File: config.mk
export PLATFORM = sky130hd
export DESIGN_NAME = imm_ext_pipe_flat
export DESIGN_NICKNAME = d
export VERILOG_FILES = /design/src/rtl/imm_ext_pipe_if.sv /design/src/rtl/imm_ext_pipe.sv /design/src/flat_wrapper.sv
export SDC_FILE = /design/constraint.sdc
export NUM_CORES = 1
export LEC_CHECK = 0
export BUFFER_PORTS_ARGS = -buffer_cell sky130_fd_sc_hd__buf_2
export CAP_MARGIN = 5
export CORE_ASPECT_RATIO = 1.2
export CORE_MARGIN = 1
export CORE_UTILIZATION = 35
export CTS_CLUSTER_DIAMETER = 80
export DETAILED_ROUTE_END_ITERATION = 7
export GPL_ROUTABILITY_DRIVEN = 0
export PLACE_DENSITY = 0.6
export RECOVER_POWER = 25
export SYNTH_ARGS = -nofsm -noshare
export SYNTH_HDL_FRONTEND = slang
export SYNTH_SLANG_ARGS = --single-unit
File: constraint.sdc
create_clock -name clk -period 2.5 [get_ports clk]
set_clock_uncertainty 0.1 [all_clocks]
set_input_delay 0.25 -clock clk [delete_from_list [all_inputs] [get_ports clk]]
set_output_delay 0.25 -clock clk [all_outputs]
set_load 0.005 [all_outputs]
File: src/rtl/imm_ext_pipe_if.sv
// Handshake bundle for imm_ext_pipe: upstream immediate channel and downstream
// extended-result channel. The slave modport is the extension unit's view.
interface imm_ext_pipe_if #(
  parameter int unsigned IN_W  = 8,
  parameter int unsigned OUT_W = 16
);
  logic              in_valid;
  logic              in_ready;
  logic [IN_W-1:0]   in_imm;
  logic [1:0]        in_mode;
  logic              out_valid;
  logic              out_ready;
  logic [OUT_W-1:0]  out_imm;
  logic              out_ovf;

  modport slave (
    input  in_valid, in_imm, in_mode, out_ready,
    output in_ready, out_valid, out_imm, out_ovf
  );

  modport master (
    output in_valid, in_imm, in_mode, out_ready,
    input  in_ready, out_valid, out_imm, out_ovf
  );
endinterface

File: src/rtl/imm_ext_pipe.sv
// Pipelined immediate extension unit. Extends an IN_W-bit immediate to OUT_W
// bits (sign, zero, scaled-sign with overflow, upper placement) and holds
// results in a 2-entry registered skid buffer with valid/ready on both sides.
// The interface parameters must match IN_W/OUT_W of this module.
module imm_ext_pipe #(
  parameter int unsigned IN_W  = 8,
  parameter int unsigned OUT_W = 16,
  parameter int unsigned SHIFT = 1
) (
  input logic           clk,
  input logic           rst_n,
  imm_ext_pipe_if.slave bus
);

  localparam int unsigned WIDE_W = OUT_W + SHIFT;

  typedef enum logic [1:0] {StEmpty, StOne, StFull} state_e;

  state_e           state_q;
  logic             in_ready_q;
  logic             out_valid_q;
  logic [OUT_W-1:0] main_imm_q;
  logic             main_ovf_q;
  logic [OUT_W-1:0] skid_imm_q;
  logic             skid_ovf_q;

  logic [WIDE_W-1:0] wide_sext;
  logic [WIDE_W-1:0] wide_shl;
  logic [SHIFT:0]    top_bits;
  logic [OUT_W-1:0]  ext_imm;
  logic              ext_ovf;
  logic              in_fire;

  // Combinational extension of the presented immediate.
  always_comb begin
    wide_sext = {{(WIDE_W - IN_W){bus.in_imm[IN_W-1]}}, bus.in_imm};
    wide_shl  = wide_sext << SHIFT;
    // Discarded bits plus the kept MSB: all equal iff the scaled value fits.
    top_bits  = wide_shl[WIDE_W-1 -: SHIFT+1];
    ext_imm   = '0;
    ext_ovf   = 1'b0;
    case (bus.in_mode)
      2'b00: ext_imm = wide_sext[OUT_W-1:0];
      2'b01: ext_imm = OUT_W'(bus.in_imm);
      2'b10: begin
        ext_imm = wide_shl[OUT_W-1:0];
        ext_ovf = !((top_bits == '0) || (&top_bits));
      end
      default: ext_imm = OUT_W'(bus.in_imm) << (OUT_W - IN_W);
    endcase
  end

  assign in_fire = bus.in_valid & in_ready_q;

  // Skid-buffer FSM; main register feeds the output, skid holds the overflow entry.
  always_ff @(posedge clk or negedge rst_n) begin
    if (!rst_n) begin
      state_q     <= StEmpty;
      in_ready_q  <= 1'b1;
      out_valid_q <= 1'b0;
      main_imm_q  <= '0;
      main_ovf_q  <= 1'b0;
      skid_imm_q  <= '0;
      skid_ovf_q  <= 1'b0;
    end else begin
      case (state_q)
        StEmpty: begin
          if (in_fire) begin
            main_imm_q  <= ext_imm;
            main_ovf_q  <= ext_ovf;
            out_valid_q <= 1'b1;
            state_q     <= StOne;
          end
        end
        StOne: begin
          if (in_fire && bus.out_ready) begin
            main_imm_q <= ext_imm;
            main_ovf_q <= ext_ovf;
          end else if (in_fire) begin
            skid_imm_q <= ext_imm;
            skid_ovf_q <= ext_ovf;
            in_ready_q <= 1'b0;
            state_q    <= StFull;
          end else if (bus.out_ready) begin
            out_valid_q <= 1'b0;
            state_q     <= StEmpty;
          end
        end
        StFull: begin
          if (bus.out_ready) begin
            main_imm_q <= skid_imm_q;
            main_ovf_q <= skid_ovf_q;
            in_ready_q <= 1'b1;
            state_q    <= StOne;
          end
        end
        default: begin
          in_ready_q  <= 1'b1;
          out_valid_q <= 1'b0;
          state_q     <= StEmpty;
        end
      endcase
    end
  end

  assign bus.in_ready  = in_ready_q;
  assign bus.out_valid = out_valid_q;
  assign bus.out_imm   = main_imm_q;
  assign bus.out_ovf   = main_ovf_q;

endmodule

File: src/flat_wrapper.sv
// flat-port wrapper written by rule: the top's interface ports become plain ports
module imm_ext_pipe_flat 
#(
  parameter int unsigned IN_W  = 8,
  parameter int unsigned OUT_W = 16,
  parameter int unsigned SHIFT = 1
)
  (clk, rst_n, bus_in_valid, bus_in_imm, bus_in_mode, bus_out_ready, bus_in_ready, bus_out_valid, bus_out_imm, bus_out_ovf);
  imm_ext_pipe_if #(.IN_W(IN_W), .OUT_W(OUT_W)) bus_i ();
  input logic clk;
  input logic rst_n;
  input wire logic [$bits(bus_i.in_valid)-1:0] bus_in_valid;
  input wire logic [$bits(bus_i.in_imm)-1:0] bus_in_imm;
  input wire logic [$bits(bus_i.in_mode)-1:0] bus_in_mode;
  input wire logic [$bits(bus_i.out_ready)-1:0] bus_out_ready;
  output wire logic [$bits(bus_i.in_ready)-1:0] bus_in_ready;
  output wire logic [$bits(bus_i.out_valid)-1:0] bus_out_valid;
  output wire logic [$bits(bus_i.out_imm)-1:0] bus_out_imm;
  output wire logic [$bits(bus_i.out_ovf)-1:0] bus_out_ovf;
  assign bus_i.in_valid = bus_in_valid;
  assign bus_i.in_imm = bus_in_imm;
  assign bus_i.in_mode = bus_in_mode;
  assign bus_i.out_ready = bus_out_ready;
  assign bus_in_ready = bus_i.in_ready;
  assign bus_out_valid = bus_i.out_valid;
  assign bus_out_imm = bus_i.out_imm;
  assign bus_out_ovf = bus_i.out_ovf;
  imm_ext_pipe #(.IN_W(IN_W), .OUT_W(OUT_W), .SHIFT(SHIFT)) u_core (.clk(clk), .rst_n(rst_n), .bus(bus_i));
endmodule
* Yosys cells after proc, flatten, opt, wreduce, memory -nomap -nowiden
Index checks and enable logic that the tools add are counted.
Cells by class: muxes and demuxes 25, equal/unequal tests 12, reduce and logical (&&, ||, !) cells 12, bitwise gates (word level) 4
Operators with widths (count):
- $pmux 16 s3 | 2
- $mux 16 | 3
- $reduce_and 4->1 | 3
- $mux 1 | 11
- $mux 2 | 5
- $pmux 1 s3 | 3
- $ne 2x2->1 const B | 4
- $logic_not 2->1 | 3
- $ne 2x1->1 const B | 3
- $pmux 2 s3 | 1
- $reduce_and 5->1 | 1
- $eq 2x1->1 const B | 2
- $eq 2x2->1 const B | 2
- $ne 3x2->1 const B | 1
- $not 1->1 | 3
- $reduce_and 3->1 | 1
- $reduce_bool 3->1 | 1
- $and 1x1->1 | 1
- $logic_and 1x1->1 | 1
- $logic_not 1->1 | 1
- $logic_or 1x1->1 | 1
Word-level totals: output and inout bits 19, bits in registers 38, bits of input ports 14, word-level logic and storage cells 60

* Depth between registers and ports, before layout
Gate-level depths: netlist of the first run.
word-level depth 6, mapped depth 6, gate-level depth less buffers 3

* Worst setup path after synthesis of the first run
Ideal clock, no wire load.
path type register to register, from reg u_core.in_ready_q (netlist: u_core.bus.in_ready), to reg u_core.main_imm_q[10] (netlist: u_core.bus.out_imm[10]), clock period less this slack 1.770 ns, slack 0.730 ns, data required time 2.275 ns, path buffers 1, arrival time 1.545 ns, setup time 0.125 ns, cell stages (with the launch flop) 5, cell sequence dfstp_2 nand2_1 o31ai_4 buf_12 mux2_4
Between the ends: longest elaborated chain between the ends 4, elaborated cells between the ends (all ways) 5, classes of those cells eq/ne (2); bitwise (1); reduce/logical (2)
Ends and longest elaborated chain:
- start, declared | line imm_ext_pipe.sv:20 | logic in_ready_q;
- start signal, assigned | line imm_ext_pipe.sv:59 | in_ready_q <= 1'b1;
- start signal, assigned | line imm_ext_pipe.sv:82 | in_ready_q <= 1'b0;
- start signal, assigned | line imm_ext_pipe.sv:93 | in_ready_q <= 1'b1;
- $and 1x1->1 (*) | line imm_ext_pipe.sv:53 | assign in_fire = bus.in_valid & in_ready_q;
- $logic_and 1x1->1 | line imm_ext_pipe.sv:76 | if (in_fire && bus.out_ready) begin
- $ne 2x1->1 (no line)
- $reduce_and 4->1 (no line) (*)
- end signal, assigned | line imm_ext_pipe.sv:69 | main_imm_q <= ext_imm;
- end signal, assigned | line imm_ext_pipe.sv:77 | main_imm_q <= ext_imm;
- end signal, assigned | line imm_ext_pipe.sv:91 | main_imm_q <= skid_imm_q;
- end, declared | line imm_ext_pipe.sv:22 | logic [OUT_W-1:0] main_imm_q;
Every way passes the cells marked *; elsewhere a longest branch is shown, timed or not. A chain may end at the register's enable or synchronous reset.

* Worst setup path in the final report of the first run
from reg u_core.state_q[0], to reg u_core.main_imm_q[0] (netlist: u_core.bus.out_imm[0])
Between the ends: longest elaborated chain between the ends 3, elaborated cells between the ends (all ways) 9, classes of those cells eq/ne (5); mux (1); reduce/logical (3)
Ends and longest elaborated chain:
- start, declared | line imm_ext_pipe.sv:19 | state_e state_q;
- start signal, assigned | line imm_ext_pipe.sv:58 | state_q <= StEmpty;
- start signal, assigned | line imm_ext_pipe.sv:72 | state_q <= StOne;
- start signal, assigned | line imm_ext_pipe.sv:83 | state_q <= StFull;
- $eq 2x1->1 (tied with other cells) | line imm_ext_pipe.sv:66 | case (state_q)
- $ne 2x1->1 (no line) (tied with other cells)
- $reduce_and 4->1 (no line)
Parallel ways exist; a longest one is shown, timed or not.

==> results.md, run 1 <==
- Status: finished, final reports clean
- P_sw: 389 uW
- Initial DRC Count: 119
- Crit path cell chain: nor2b_2 -> o31ai_4 -> buf_4 -> mux2_2
- Rel. slew slack: 39.7%
- Die Span Y: 83.1 um
- Num rows: 29
- Clock power share: 25.8%
- Nets@finish: 221
- Mapped Cells: 176
- Layout Cells excl Fill: 270
- CP Capture Type: register
- RSZ-0062 raised after global routing: no
- Synth warn: 0
- Fin crit share: 71.9%
- Vias in the first global route: 1480
- Post-DP HPWL: 3.02 mm
- Die W: 69.6 um
- Internal power: 1.11 mW
- Final ANT Viol Nets: 0
- Clock Tree Buf Depth: 2
- Combinational Power Share: 22.0%
- Critical Path RT: 2.57 ns
- Largest net degree at the start of global routing: 37
- Async SR Flop Fraction: 100%
- Post_cts resized: 0
- Cell leakage power: 1.01 nW
- First-pass GRT wire length: 7.51 mm
- Worst-Margin Slew: 0.905 ns
- Post-synth EDFFs: 0
- Max cap viols: 0
- Main synth FF type: dfrtp_1
- Hold Path Class: in2reg
- Crit-path max cell delay: 0.55 ns
- Top area cells in the synthesized netlist: dfrtp_1, a31oi_1, mux2_4
- Post-synth top area share: 45.6%
- Final count of hold timing violations: 0
- Post-synth top cells: dfrtp_1, a31oi_1, a21oi_1
- Final Slew Violations: 0
- Grt ovf: 0
- CTS tree: yes
- CP max-delay cell: dfrtp_1
- Initial Util: 36.2%
- Core Box Area: 5300 sq um
- Drt pass-1 iters: 4
- Top-count cell post-synth: dfrtp_1
- Pwr Density: 682 nW/um^2
- CP Launch Type: register
- Final wirelength: 4.42 mm
- Clk_lat worst skew: 0.28 ns
- Area growth syn-to-layout: 14.6%
- Mapped Area: 1920 sq um
- H-tree levels: 2
- CP Data Arrival Time: 1.86 ns
- Maximum clock frequency: 0.556 GHz
- Antenna Cells: 0
- Initial antenna violation count: 0
- Worst vdd ir: 0.000291 V
- Setup TNS: 0 ns
- Clock-pin slew on the worst setup and hold paths: 0.07 ns
- Yosys top cell by area: dfrtp_1
- Flop pwr share: 52.2%
- Total track usage: 16.2%
- Routed WL per cell: 16.4 um
- CP Max Fanout: 15
- Syn nets: 190
- Register area share after synthesis: 47.0%
- PortBufs: 31
- Vias per inst: 5.45
- Clock sinks: 36
- Avg Inst Size Synth: 10.9 sq um
- Final cell utilization of the core: 41.5%
- Placed Cells: 261
- Layout cells sized above 1: 29.8%
- Residual DRC: 0
- Post-synth cell types: 34
- Setup violators final: 0
- Number of buffers created by CTS: 5
- Vias post-DR: 1471
- Die Area: 5790 sq um
- Post-synthesis register bit count: 36
- Clock root cell: clkbuf_8
- Power Total: 1.50 mW
- Fin crit period: 1.80 ns
- Sw frac: 25.9%
- I/O pin count: 33
- Crit Path Category: reg2reg
cells in the final DEF (no fill, tap or decap), types with 2 or more instances in the layout:
cell      instances
dfrtp_1          35
buf_4            10
clkbuf_8          5
nand3b_1          8
clkbuf_1          6
mux2_4            9
mux2i_1           2
buf_2            27
a31oi_1          29
a21oi_1          15
and3b_1           2
nand3_1           7
nor3b_1          14
nand2b_1         10
mux2_2            8
inv_1             3
flip-flops by register name (all words and copies together) (netlist names):
| name | cells |
|---|---|
| u_core.bus.out_imm | 16 |
| u_core.state_q | 2 |
| u_core.bus.out_valid | 1 |
| u_core.skid_imm_q | 16 |
| u_core.bus.in_ready | 1 |
per-layer routing:
| metal | wire length (um) | track usage, % |
|---|---|---|
| met5 | 0 | 0 |
| met3 | 197 | 2.55 |
| met4 | 41 | 5.57 |
| met2 | 2170 | 26.7 |
| met1 | 2010 | 21.7 |
layout make-up:
class | count | area [sq um]
multi-input combinational | 119 | 892
clock buffer | 8 | 80.1
sequential | 36 | 902
timing repair buffer | 42 | 236
tap | 62 | 77.6
inverter | 3 | 11.3
fill | 550 | 3100
repair_timing:
action	CTS	global route
buffers inserted	0	0
hold buffers	1	0
endpoints found under the hold margin	35	0
logic make-up after synthesis:
family                 after synthesis  share of synthesized area (%)
buffers and inverters               21                           6.52
flip-flops                          36                           47.0
AO/OA/AOI/OAI                       52                           17.1
multiplexers                        19                           12.8
AND/OR/NAND/NOR                     47                           16.4
other                                1                          0.195
power groups by stage:
stage               Clock (mW)  Sequential [mW]  Combinational, mW
floorplan                    0            0.795              0.179
global placement             0            0.792              0.333
detailed placement           0            0.796              0.337
CTS                      0.402            0.784              0.340
global route             0.422            0.799              0.365
finish                   0.387            0.783              0.330
metrics by stage:
step / area [sq um] / hold WS, ns / setup WS [ns]
4_1_cts: 2200 / 0.145 / 0.689
3_5_place_dp: 2110 / 0.292 / 0.720
6_report: 2200 / 0.150 / 0.702
3_3_place_gp: 2110 / 0.303 / 0.746
2_1_floorplan: 1920 / -0.146 / 0.730
5_1_grt: 2200 / 0.165 / 0.613
final timing paths:
kind	startpoint	end	slack, ns	cells past startpoint
max in group asynchronous	rst_n	u_core.skid_imm_q[14]	1.20	2
hold / removal	bus_out_ready	u_core.state_q[1]	0.15	2
hold reg to reg	u_core.bus.out_imm[4]	u_core.bus.out_imm[4]	0.41	1
setup / recovery	u_core.state_q[0]	u_core.bus.out_imm[0]	0.70	4
setup reg to reg	u_core.state_q[0]	u_core.bus.out_imm[0]	0.70	4
min in group asynchronous	rst_n	u_core.bus.out_imm[4]	0.53	2
worst max-delay path, delay by kind of cell, from the launching register on:
family	cells	cell delay (ns)
simple gates	1	0.27
mux	1	0.35
flops	1	0.55
compound gates	1	0.18
buf+inv	1	0.23
(Power assumes the default switching activity.)
==> run 2, diff against run 1 <==
- clock period: 2.5 -> 1.85 ns (I/O delays scaled with it)
==> results.md, run 2 (synthesis results as in run 1) <==
- Status: finished, final reports clean
- CP Buf/Inv Count: 1
- Final wirelength: 4.32 mm
- Clk_lat worst skew: 0.29 ns
- Routed WL per cell: 15.7 um
- Most frequent cells in the layout: dfrtp_1, buf_2, a31oi_1, a21oi_1, nor3b_1
- Critical Path RT: 1.92 ns
- Setup violators final: 0
- Setup TNS: 0 ns
- Hold buffers post-CTS: 1
- CP Capture Type: register
- FF-to-FF path depth: 4
- Rel. slew slack: 39.8%
- Crit Path Category: reg2reg
- CP Launch Type: register
- Cell leakage power: 1.06 nW
- Grt ovf: 0
- Placed instance area: 2160 sq um
- H-tree levels: 2
- Largest net degree at the start of global routing: 37
- Worst vdd ir: 0.000343 V
- I/O pin count: 33
- Setup Buffers After CTS: 0
- Core Box Area: 5300 sq um
- Die Area: 5790 sq um
- Num rows: 29
- Fin crit share: 93.9%
- Drt pass-1 iters: 4
- Clock sinks: 36
- Maximum clock frequency: 0.576 GHz
- Clock-pin slew on the worst setup and hold paths: 0.07 ns
- Initial Util: 36.2%
- Final ANT Viol Nets: 0
- Pwr Density: 920 nW/um^2
- Vias in the first global route: 1469
- Vias post-DR: 1478
- CTS tree: yes
- Die Span Y: 83.1 um
- Crit path cell chain: nand2_1 -> o31ai_4 -> buf_12 -> mux2_2
- Register area: 902 sq um
- Fillers: 528
- Hold path depth: 2
- Worst-Margin Slew: 0.903 ns
- Vias per inst: 5.37
- Clock Tree Buf Depth: 2
- Nets@finish: 226
- Multi-input gate area: 892 sq um
- CP max-delay cell: dfstp_2
- Commonest non-fill, non-tap cell in the layout: dfrtp_1
- CP delay by family, top: flip-flops
- Hold Path Class: in2reg
- Stages on worst setup path: 4
- Clock root cell: clkbuf_8
- Fin crit period: 1.74 ns
- Post-DP HPWL: 3.06 mm
- First-pass GRT wire length: 7.55 mm
- CP Max Fanout: 16
- Initial DRC Count: 77
- Max cap viols: 0
- Hold Worst Slack: 0.0962 ns
- CP Data Arrival Time: 1.81 ns
- Number of buffers created by CTS: 5
- Die W: 69.6 um
- Final count of hold timing violations: 0
- PortBufs: 31
- Total track usage: 16.4%
- RSZ-0062 raised after global routing: no
- Area growth syn-to-layout: 17.8%
- Final Slew Violations: 0
- Final instance area: 2260 sq um
- Initial antenna violation count: 0
- Post_cts resized: 0
- Residual DRC: 0
- Layout cells sized above 1: 33.8%
- Crit-path max cell delay: 0.56 ns
- Antenna Cells: 0
## run 2: worst paths after layout
path                                       start                      to  slack, ns
min                                bus_out_ready       u_core.state_q[1]        0.1
max reg2reg                  u_core.bus.in_ready  u_core.bus.out_imm[12]       0.11
min reg2reg                u_core.bus.out_imm[9]   u_core.bus.out_imm[9]       0.40
max                          u_core.bus.in_ready  u_core.bus.out_imm[12]       0.11
min in group asynchronous                  rst_n    u_core.skid_imm_q[9]       0.54
max in group asynchronous                  rst_n       u_core.state_q[0]       0.55
## run 2: worst register-to-register path: stages, from the launching register on
cell	delay (ns)
dfstp_2	0.56
nand2_1	0.13
o31ai_4	0.28
buf_12	0.20
mux2_2	0.36
## run 2: cell type report
cell class,count,area share (%)
inverters,3,0.498
repair buffers,47,12.7
flip-flops and latches,36,39.9
multi-input cells,119,39.5
well taps,62,3.43
clock buffers,8,3.98
## run 2: through the flow
step | utilization, % | total power [mW] | setup WS, ns | cells
2_1_floorplan | - | 1.32 | 0.0797 | 176
3_3_place_gp | 40.8 | 1.52 | 0.153 | 266
3_5_place_dp | 40.8 | 1.53 | 0.107 | 266
4_1_cts | 42.7 | 2.11 | 0.100 | 275
5_1_grt | 42.7 | 2.21 | 0.0493 | 275
6_report | 42.7 | 2.08 | 0.113 | 275
## run 2: power breakdown
part	switching, mW	leakage, nW	internal (mW)
Sequential	0.0914	0.466	0.965
Combinational	0.172	0.544	0.281
Clock	0.266	0.0455	0.304
## run 2: layer usage
layer / vias up / global-route usage, % / wire, um
met5: - / 0 / 0
met4: 0 / 5.57 / 63
met3: 6 / 3.03 / 119
met2: 31 / 26.4 / 2140
met1: 715 / 22.2 / 1990
li1: 726 / - / -
